[config.mk]
export PLATFORM = sky130hd
export DESIGN_NAME = booth_pp_acc_18x18_flat
export DESIGN_NICKNAME = d
export VERILOG_FILES = /design/src/rtl/booth_pp_acc_18x18_if.sv /design/src/rtl/booth_pp_acc_18x18.sv /design/src/flat_wrapper.sv
export SDC_FILE = /design/constraint.sdc
export NUM_CORES = 1
export LEC_CHECK = 0
export ABC_AREA = 1
export BUFFER_PORTS_ARGS = -buffer_cell sky130_fd_sc_hd__buf_2
export CORE_MARGIN = 2
export CORE_UTILIZATION = 30
export CTS_CLUSTER_DIAMETER = 80
export DETAILED_ROUTE_END_ITERATION = 8
export GPL_TIMING_DRIVEN = 1
export PLACE_DENSITY = 0.5
export SLEW_MARGIN = 10
export SYNTH_ARGS = -nofsm -noshare
export SYNTH_HDL_FRONTEND = slang
export SYNTH_SLANG_ARGS = --single-unit
[constraint.sdc]
create_clock -name i_clk -period 11.81 [get_ports i_clk]
set_input_delay 0.5905 -clock i_clk [delete_from_list [all_inputs] [get_ports i_clk]]
set_output_delay 0.5905 -clock i_clk [all_outputs]
set_load 0.005 [all_outputs]
[src/rtl/booth_pp_acc_18x18_if.sv]
// Partial-product set in, 36-bit product out, valid/ready on both sides.
interface booth_pp_acc_18x18_if;
  logic [19:0] i_pp1;
  logic [19:0] i_pp2;
  logic [19:0] i_pp3;
  logic [19:0] i_pp4;
  logic [19:0] i_pp5;
  logic [19:0] i_pp6;
  logic [19:0] i_pp7;
  logic [19:0] i_pp8;
  logic [19:0] i_pp9;
  logic [19:0] i_pp10;
  logic        i_valid;
  logic        o_ready;
  logic [35:0] o_prod;
  logic        o_valid;
  logic        i_ready;
  logic        o_busy;

  modport master (
    output i_pp1, i_pp2, i_pp3, i_pp4, i_pp5, i_pp6, i_pp7, i_pp8, i_pp9, i_pp10,
    output i_valid, i_ready,
    input  o_ready, o_prod, o_valid, o_busy
  );

  modport slave (
    input  i_pp1, i_pp2, i_pp3, i_pp4, i_pp5, i_pp6, i_pp7, i_pp8, i_pp9, i_pp10,
    input  i_valid, i_ready,
    output o_ready, o_prod, o_valid, o_busy
  );
endinterface

[src/rtl/booth_pp_acc_18x18.sv]
// Sums ten Booth radix-4 partial products, PPC per cycle; result valid N+1 edges after accept (N=10/PPC).
// Accepts only in IDLE; holds the product in DONE until i_ready, one result per N+2 cycles.
module booth_pp_acc_18x18 #(
  parameter int PPC = 2
) (
  input logic                  i_clk,
  input logic                  i_rst,
  booth_pp_acc_18x18_if.slave  bus
);

  if (!(PPC == 1 || PPC == 2 || PPC == 5 || PPC == 10)) begin : g_ppc_illegal
    $error("booth_pp_acc_18x18: PPC must be 1, 2, 5 or 10");
  end

  localparam logic [3:0] PPC_STEP = 4'(PPC);
  localparam logic [3:0] LAST_IDX = 4'(10 - PPC);

  typedef enum logic [1:0] {IDLE, ACC, DONE} state_t;

  state_t      state_q;
  logic [19:0] pp_q  [10];
  logic [19:0] pp_in [10];
  logic [39:0] acc_q;
  logic [39:0] acc_nxt;
  logic [39:0] term;
  logic [3:0]  sel;
  logic [3:0]  idx_q;
  logic        ready_q;
  logic        valid_q;
  logic        busy_q;
  logic [35:0] prod_q;

  assign pp_in[0] = bus.i_pp1;
  assign pp_in[1] = bus.i_pp2;
  assign pp_in[2] = bus.i_pp3;
  assign pp_in[3] = bus.i_pp4;
  assign pp_in[4] = bus.i_pp5;
  assign pp_in[5] = bus.i_pp6;
  assign pp_in[6] = bus.i_pp7;
  assign pp_in[7] = bus.i_pp8;
  assign pp_in[8] = bus.i_pp9;
  assign pp_in[9] = bus.i_pp10;

  // Each step folds PPC sign-extended terms, weight 4^index, lowest index first.
  always_comb begin
    acc_nxt = acc_q;
    sel     = '0;
    term    = '0;
    for (int j = 0; j < PPC; j++) begin
      sel     = idx_q + 4'(j);
      term    = {{20{pp_q[sel][19]}}, pp_q[sel]} << {sel, 1'b0};
      acc_nxt = acc_nxt + term;
    end
  end

  always_ff @(posedge i_clk) begin
    if (i_rst) begin
      state_q <= IDLE;
      acc_q   <= '0;
      idx_q   <= '0;
      for (int i = 0; i < 10; i++) pp_q[i] <= '0;
      ready_q <= 1'b1;
      valid_q <= 1'b0;
      busy_q  <= 1'b0;
      prod_q  <= '0;
    end else begin
      case (state_q)
        IDLE: begin
          if (bus.i_valid) begin
            for (int i = 0; i < 10; i++) pp_q[i] <= pp_in[i];
            acc_q   <= '0;
            idx_q   <= '0;
            state_q <= ACC;
            ready_q <= 1'b0;
            busy_q  <= 1'b1;
          end
        end
        ACC: begin
          acc_q <= acc_nxt;
          idx_q <= idx_q + PPC_STEP;
          if (idx_q == LAST_IDX) begin
            state_q <= DONE;
            valid_q <= 1'b1;
            prod_q  <= acc_nxt[35:0];
          end
        end
        DONE: begin
          // Product stays zero outside DONE, so it is cleared on the way out.
          if (bus.i_ready) begin
            state_q <= IDLE;
            valid_q <= 1'b0;
            busy_q  <= 1'b0;
            ready_q <= 1'b1;
            prod_q  <= '0;
          end
        end
        default: begin
          state_q <= IDLE;
          ready_q <= 1'b1;
          valid_q <= 1'b0;
          busy_q  <= 1'b0;
          prod_q  <= '0;
        end
      endcase
    end
  end

  assign bus.o_ready = ready_q;
  assign bus.o_valid = valid_q;
  assign bus.o_busy  = busy_q;
  assign bus.o_prod  = prod_q;

endmodule

[src/flat_wrapper.sv]
// flat-port wrapper written by rule: the top's interface ports become plain ports
module booth_pp_acc_18x18_flat 
#(
  parameter int PPC = 2
)
  (i_clk, i_rst, bus_i_pp1, bus_i_pp2, bus_i_pp3, bus_i_pp4, bus_i_pp5, bus_i_pp6, bus_i_pp7, bus_i_pp8, bus_i_pp9, bus_i_pp10, bus_i_valid, bus_i_ready, bus_o_ready, bus_o_prod, bus_o_valid, bus_o_busy);
  booth_pp_acc_18x18_if bus_i ();
  input logic i_clk;
  input logic i_rst;
  input wire logic [$bits(bus_i.i_pp1)-1:0] bus_i_pp1;
  input wire logic [$bits(bus_i.i_pp2)-1:0] bus_i_pp2;
  input wire logic [$bits(bus_i.i_pp3)-1:0] bus_i_pp3;
  input wire logic [$bits(bus_i.i_pp4)-1:0] bus_i_pp4;
  input wire logic [$bits(bus_i.i_pp5)-1:0] bus_i_pp5;
  input wire logic [$bits(bus_i.i_pp6)-1:0] bus_i_pp6;
  input wire logic [$bits(bus_i.i_pp7)-1:0] bus_i_pp7;
  input wire logic [$bits(bus_i.i_pp8)-1:0] bus_i_pp8;
  input wire logic [$bits(bus_i.i_pp9)-1:0] bus_i_pp9;
  input wire logic [$bits(bus_i.i_pp10)-1:0] bus_i_pp10;
  input wire logic [$bits(bus_i.i_valid)-1:0] bus_i_valid;
  input wire logic [$bits(bus_i.i_ready)-1:0] bus_i_ready;
  output wire logic [$bits(bus_i.o_ready)-1:0] bus_o_ready;
  output wire logic [$bits(bus_i.o_prod)-1:0] bus_o_prod;
  output wire logic [$bits(bus_i.o_valid)-1:0] bus_o_valid;
  output wire logic [$bits(bus_i.o_busy)-1:0] bus_o_busy;
  assign bus_i.i_pp1 = bus_i_pp1;
  assign bus_i.i_pp2 = bus_i_pp2;
  assign bus_i.i_pp3 = bus_i_pp3;
  assign bus_i.i_pp4 = bus_i_pp4;
  assign bus_i.i_pp5 = bus_i_pp5;
  assign bus_i.i_pp6 = bus_i_pp6;
  assign bus_i.i_pp7 = bus_i_pp7;
  assign bus_i.i_pp8 = bus_i_pp8;
  assign bus_i.i_pp9 = bus_i_pp9;
  assign bus_i.i_pp10 = bus_i_pp10;
  assign bus_i.i_valid = bus_i_valid;
  assign bus_i.i_ready = bus_i_ready;
  assign bus_o_ready = bus_i.o_ready;
  assign bus_o_prod = bus_i.o_prod;
  assign bus_o_valid = bus_i.o_valid;
  assign bus_o_busy = bus_i.o_busy;
  booth_pp_acc_18x18 #(.PPC(PPC)) u_core (.i_clk(i_clk), .i_rst(i_rst), .bus(bus_i));
endmodule
==> results of run 1 <==
final timing paths:
path | end | slack, ns | start
hold / removal | u_core.pp_q[4][9]$_SDFFCE_PN0P_ | 0.32 | bus_i_pp5[9]
hold reg to reg | u_core.bus.o_valid$_SDFFE_PP0P_ | 0.47 | u_core.bus.o_valid$_SDFFE_PP0P_
setup reg to reg | u_core.acc_q[27]$_SDFFE_PP0P_ | 3.82 | u_core.idx_q[1]$_SDFFE_PP0P_
setup / recovery | u_core.acc_q[27]$_SDFFE_PP0P_ | 3.82 | u_core.idx_q[1]$_SDFFE_PP0P_
state kept, by name (all words and copies together), names as in the netlist, named ones only:
signal / count
u_core.bus.o_prod: 36
u_core.idx_q: 4
u_core.pp_q: 200
u_core.bus.o_ready: 1
u_core.state_q: 2
u_core.bus.o_busy: 1
u_core.bus.o_valid: 1
u_core.acc_q: 36
per-stage QoR:
step / cell area (um2) / util
final: 21900 / 0.350
after global placement: 20700 / 0.331
after CTS: 21900 / 0.350
after global routing: 21900 / 0.350
after floorplan: 18900 / -
after detailed placement: 20700 / 0.331
layout make-up:
class,instances,area share
clock inverters,18,0.0105
repair buffers,267,0.0649
clock buffers,43,0.0433
flip-flops and latches,285,0.352
inverters,424,0.0726
well taps,846,0.0483
multi-input cells,1750,0.409
power groups by stage:
stage	clock, mW	combinational [mW]	sequential [mW]
5_1_grt	1.17	1.42	1.27
6_report	1.10	1.25	1.25
3_3_place_gp	0	1.26	1.28
3_5_place_dp	0	1.25	1.28
4_1_cts	1.13	1.26	1.26
2_1_floorplan	0	0.839	1.26
per-layer routing:
metal  track usage  wire length (um)
met5             0                 0
met4        0.0608              1790
met3        0.0228              3380
met2         0.351             32700
met1         0.280             30100
cell usage in the layout (no fill, tap or decap), types with 4 or more instances in the layout:
cell type  synthesis  routed
a31oi_1           16      16
a211oi_1           4       4
o22ai_1           17      17
buf_4             13      23
dfxtp_1           85      83
or2_2             15      15
inv_2              5       4
o211ai_1          35      35
edfxtp_1         200     200
bufinv_16          0       4
o221ai_1          17      17
ha_1              37      36
nor2_1           341     340
buf_2             50     242
o21ai_0          285     285
nor3_1            10      10
nand3_1          200     200
or2_1              7       7
a21o_1             4       4
inv_1            416     416
nand2_1          472     470
clkinv_2           0       4
clkinv_1           3       6
clkbuf_16          0      37
fa_1              36      36
nand2_2            4       4
o21ai_1           21      21
o21a_1             6       6
clkbuf_1          84       6
a21oi_1          191     191
cell families after synthesis:
| group | Yosys count | share of synthesized area |
|---|---|---|
| fa+ha+maj | 73 | 0.0625 |
| simple gates | 1060 | 0.230 |
| buf+inv | 582 | 0.121 |
| mux | 3 | 0.00159 |
| xor+xnor | 4 | 0.00225 |
| compound gates | 610 | 0.176 |
| flops | 285 | 0.407 |
critical path, stage by stage (launching register included):
cell,delay (ns)
dfxtp_1,0.78
clkinv_1,0.79
ha_2,0.54
inv_2,0.28
buf_4,0.49
o21ai_0,0.17
o22ai_1,0.30
o22ai_1,0.12
o21ai_0,0.31
inv_1,0.10
nand2_1,0.07
o21ai_0,0.15
o21ai_1,0.23
o21ai_0,0.16
or2_1,0.34
fa_1,0.50
inv_1,0.04
ha_1,0.36
a21oi_1,0.11
o21ai_0,0.22
a21oi_1,0.13
o31ai_1,0.32
a21oi_1,0.12
o21ai_0,0.49
a21oi_1,0.18
or2_2,0.31
nand3_1,0.10
a21oi_1,0.07
cell usage after synthesis (all sizes together):
library cell,number
nand3b,2
buf,74
xor2,3
a221oi,1
a31o,1
nand4,3
o31ai,1
o21a,6
o221ai,17
mux2i,3
inv,421
a21o,4
or2,23
o211ai,35
a21oi,191
o21bai,1
nand3,203
nor2,341
clkinv,3
a22oi,3
nand2,476
o211a,1
o22ai,17
xnor2,1
ha,37
fa,36
edfxtp,200
dfxtp,85
a21boi,4
o2111ai,1
nor3,10
o21ai,307
clkbuf,84
a31oi,16
nor4,2
a211oi,4
==> run summary, run 1 <==
# rows - 92
die footprint - 0.0651 mm2
RD Place Congestion - 0.888
Hold Vio Cnt, Final - 0
initial antenna violation count - 0
setup violators final - 0
Sink Count - 285
Hold Slack - 0.323 ns
worst skew pair latency - 0.56 ns
register area - 0.00771 mm2
#FFs+latches synth - 285
first-pass iteration count of the detailed router - 8
maxcap violations - 0
Resized cells post-CTS - 0
worst hold path depth - 3
Int Power - 2.25 mW
Comb pwr share - 0.348
Slew Viols, Final - 0
multi-input logic area - 0.00896 mm2
Yosys warning count - 0
synth unique cells - 47
Clock Skew - 0.0358 ns
worst setup margin - 3.82 ns
antenna cells - 0
crit share post-route - 0.676
Layout Nets - 3040
Setup WS pre-CTS - 3.86 ns
via count - 17793
fin cells - 3633
mean post-synth cell area - 7.23 um2
setup TNS - 0 ns
Sequential Power Share - 0.348
Initial DRC Count - 1583
syn nets - 2894
CP startpoint kind - register
Max clock buf depth - 3
CP arrival - 8.39 ns
Post-CTS Setup Inserts - 0
Synth area leaders - edfxtp_1 (32%), nand2_1 (9.4%), dfxtp_1 (9.0%)
die width - 255 um
wire per inst - 18.7 um
Yosys top cell by area - edfxtp_1
vias in the first global route - 17248
register area share after synthesis - 0.407
largest net degree at the start of global routing - 150
FF-to-FF path depth - 27
H-tree levels - 2
VDD IR-drop max - 85.2 uV
relative slew slack - 0.331
Critical Path RT - 12.21 ns
Tot Pwr - 3.61 mW
placed cell count - 3572
synth-to-layout area growth - 15.8%
leakage - 10.3 nW
antenna viol nets, final - 0
grt ovf - 0
CTS tree - done
cts hold-fix bufs - 0
outcome - completed
Slew @ Worst Pin - 1.00 ns
core area - 0.0627 mm2
# IOs - 243
worst hold path class - in2reg
share of post-route cells with drive strength above 1 - 0.128
Clk pwr share - 0.305
I/O Buffers - 242
post-synthesis cell count - 2617
cell area after synthesis - 0.0189 mm2
Detailed Route WL - 67900 um
largest fanout on the critical path - 43
Die Height - 255 um
via/cell ratio - 4.90
post-synth top area share - 0.317
Num CTS Buffers - 35
PwrDens - 165 mW/mm2
initial core utilization - 0.302
DRC - 0
Fillers - 6724
Reg clk slew, reported paths - 0.06 ns
Switching Share - 0.376
RSZ-0062 raised after global routing - false
Setup crit end kind - register
Detailed Place HPWL - 51200 um
Tmin final - 7.99 ns
fmax - 0.125 GHz
NetSw - 1.36 mW
GRT Total Usage - 0.208
CTS root buf - clkbuf_16
crit path kind - reg2reg
global-route wire length before repair - 103000 um
Note: power is estimated with default switching activity, not from simulation.
==> run 2, diff against run 1 <==
--- a/config.mk
+++ b/config.mk
@@ -5,7 +5,7 @@
 export SDC_FILE = /design/constraint.sdc
 export NUM_CORES = 1
 export LEC_CHECK = 0
-export ABC_AREA = 1
+export ABC_AREA = 0
 export BUFFER_PORTS_ARGS = -buffer_cell sky130_fd_sc_hd__buf_2
 export CORE_MARGIN = 2
 export CORE_UTILIZATION = 30
==> constraint.sdc (replaced) <==
create_clock -name i_clk -period 8.26 [get_ports i_clk]
set_input_delay 0.413 -clock i_clk [delete_from_list [all_inputs] [get_ports i_clk]]
set_output_delay 0.413 -clock i_clk [all_outputs]
set_load 0.005 [all_outputs]
==> run summary, run 2 <==
CP arrival - 7.40 ns (-0.99 ns)
Max clock buf depth - 3 (unchanged)
met3 Resource Use GR - 0.0299 (+0.00714)
core area - 0.0606 mm2 (-3.4%)
outcome - completed
mean post-synth cell area - 10.7 um2 (+49%)
synth cell count leaders - and2_1 (206), edfxtp_1 (200), a21oi_1 (164)
first-pass iteration count of the detailed router - 5 (-3)
CTS root buf - clkbuf_16
Most used DFF post-synth - edfxtp_1
most frequent cell after synthesis - and2_1
wire per inst - 21.2 um (+13%)
largest fanout on the critical path - 29 (-33%)
Yosys top cell by area - edfxtp_1
met2 Use GR - 0.294 (-0.0575)
# IOs - 243 (unchanged)
antenna cells - 0 (unchanged)
Hold Slack - 0.110 ns (-0.213 ns)
DRC - 0 (unchanged)
Num CTS Buffers - 37 (+5.7%)
global-route wire length before repair - 87500 um (-15%)
Post-synth ARST share - 0 (unchanged)
via/cell ratio - 5.16 (+5.4%)
Sink Count - 285 (unchanged)
RSZ-0062 raised after global routing - false
leakage - 8.66 nW (-16%)
Slew Viols, Final - 0 (unchanged)
fmax - 0.145 GHz (+16%)
worst hold path class - in2reg
Detailed Route WL - 57500 um (-15%)
most frequent cells in the layout - buf_2 (242), and2_1 (206), edfxtp_1 (200), a21oi_1 (164), nand2_1 (142)
# rows - 90 (-2.2%)
RD Place Congestion - 0.939 (+5.8%)
Tot Pwr - 5.14 mW (+42%)
Tmin final - 6.90 ns (-1.08 ns)
worst skew pair latency - 0.58 ns (+0.02 ns)
Detailed Place HPWL - 44200 um (-14%)
relative slew slack - 0.135 (-0.196)
Critical Path RT - 8.75 ns (-3.46 ns)
register area share after synthesis - 0.418 (+0.0109)
maxcap violations - 0 (unchanged)
GR Util met1 - 0.248 (-0.0314)
Reg clk slew, reported paths - 0.06 ns (about the same)
#FFs+latches synth - 285 (unchanged)
cell area after synthesis - 0.0184 mm2 (-2.6%)
setup TNS - 0 ns (unchanged)
post-synth top area share - 0.326 (+0.00853)
commonest non-fill, non-tap cell in the layout - buf_2
CP startpoint kind - register
Fillers - 6063 (-9.8%)
setup violators final - 0 (unchanged)
vias in the first global route - 14308 (-17%)
number of flip-flops under the largest register name - 200 (unchanged)
antenna viol nets, final - 0 (unchanged)
die footprint - 0.0634 mm2 (-2.6%)
VDD IR-drop max - 137 uV (+61%)
syn nets - 1993 (-31%)
worst-path cell chain - inv_2, ha_4, buf_4, mux4_1, mux2i_1, mux2i_1, mux4_2, a21oi_1, o22ai_1, fa_1, ha_1, nand2_1, nor2_1, nand4_1, a2111oi_0, buf_4, nor2_1, xnor2_1, nand3_1, a21oi_1
crit path kind - reg2reg
Crit path largest cell delay - 0.69 ns (-0.10 ns)
cts hold-fix bufs - 0 (unchanged)
crit path max-delay cell type - dfxtp_4
Initial DRC Count - 1187 (-25%)
gr busiest metal - met2
Resized cells post-CTS - 0 (unchanged)
GRT Total Usage - 0.181 (-0.0267)
Post-CTS Setup Inserts - 0 (unchanged)
I/O Buffers - 242 (unchanged)
largest net degree at the start of global routing - 202 (+35%)
CTS tree - done
Layout Nets - 2187 (-28%)
post-synthesis cell count - 1716 (-34%)
initial core utilization - 0.304 (+0.00254)
share of post-route cells with drive strength above 1 - 0.236 (+0.109)
fin cells - 2719 (-25%)
Slew @ Worst Pin - 1.30 ns (+0.295 ns)
Biggest register - u_core.pp_q
die width - 252 um (-1.3%)
Die Height - 252 um (-1.3%)
via count - 14034 (-21%)
synth unique cells - 75 (+60%)
Synth area leaders - edfxtp_1 (33%), mux4_2 (10%), dfxtp_1 (9.2%)
Yosys warning count - 0 (unchanged)
initial antenna violation count - 0 (unchanged)
placed cell count - 2653 (-26%)
synth-to-layout area growth - 17.0%
Hold Vio Cnt, Final - 0 (unchanged)
number of synthesized flops with an enable pin - 200 (unchanged)
grt ovf - 0 (unchanged)
H-tree levels - 2 (unchanged)
Clock Skew - 0.0222 ns (-0.0137 ns)
Setup crit end kind - register
crit share post-route - 0.836 (+0.160)
PwrDens - 238 mW/mm2 (+45%)
## run 2: final timing paths
kind | slack, ns | start | end | depth (start not counted)
max | 1.36 | u_core.idx_q[0]$_SDFFE_PP0P_ | u_core.bus.o_prod[30]$_SDFFE_PP0P_ | 20
min | 0.11 | bus_i_pp4[14] | u_core.pp_q[3][14]$_SDFFCE_PN0P_ | 2
max reg2reg | 1.36 | u_core.idx_q[0]$_SDFFE_PP0P_ | u_core.bus.o_prod[30]$_SDFFE_PP0P_ | 20
min reg2reg | 0.45 | u_core.bus.o_prod[6]$_SDFFE_PP0P_ | u_core.bus.o_prod[6]$_SDFFE_PP0P_ | 2
## run 2: stage by stage
stage | cell area [um2] | setup slack, ns | util
after floorplan | 18400 | 1.23 | -
after global placement | 20400 | 1.32 | 0.336
after detailed placement | 20400 | 1.40 | 0.336
after CTS | 21600 | 1.37 | 0.356
after global routing | 21600 | 0.852 | 0.356
final | 21600 | 1.36 | 0.356
## run 2: where the power goes
group          switching [mW]  internal [mW]  total, mW
clock network           0.659          0.936       1.60
registers               0.103           1.69       1.80
logic                    1.06          0.680       1.74
## run 2: kinds of logic (layout without fill, tap and decap cells)
| family | Yosys count | count (layout) | share of synthesized area |
|---|---|---|---|
| buffers and inverters | 185 | 406 | 0.0449 |
| flip-flops | 285 | 285 | 0.418 |
| AND/OR/NAND/NOR | 578 | 578 | 0.162 |
| adder cells (fa/ha/maj) | 73 | 73 | 0.0642 |
| XOR/XNOR | 28 | 28 | 0.0157 |
| AO/OA/AOI/OAI | 368 | 368 | 0.127 |
| multiplexers | 199 | 199 | 0.169 |
## run 2: cell type report
class,count,area [um2],share of cell area
Clock buffer,46,960,0.0445
Multi-Input combinational cell,1246,9960,0.462
Inverter,64,240,0.0111
Clock inverter,20,240,0.0111
Tap cell,782,978,0.0453
Sequential cell,285,7720,0.358
Timing Repair Buffer,276,1480,0.0685
## run 2: metal layers
| metal | part of all wire | wire, um |
|---|---|---|
| met2 | 0.46 | 26700 |
| met4 | 0.028 | 1630 |
| met5 | 0 | 0 |
| met3 | 0.050 | 2870 |
| met1 | 0.46 | 26400 |
## run 2: critical path, delay by kind of cell (launching register included)
family	cells	cell delay, ns
XOR/XNOR	1	0.39
adder cells (fa/ha/maj)	3	1.52
multiplexers	4	1.59
buffers and inverters	3	0.63
AND/OR/NAND/NOR	5	0.82
flip-flops	1	0.69
AO/OA/AOI/OAI	4	1.16
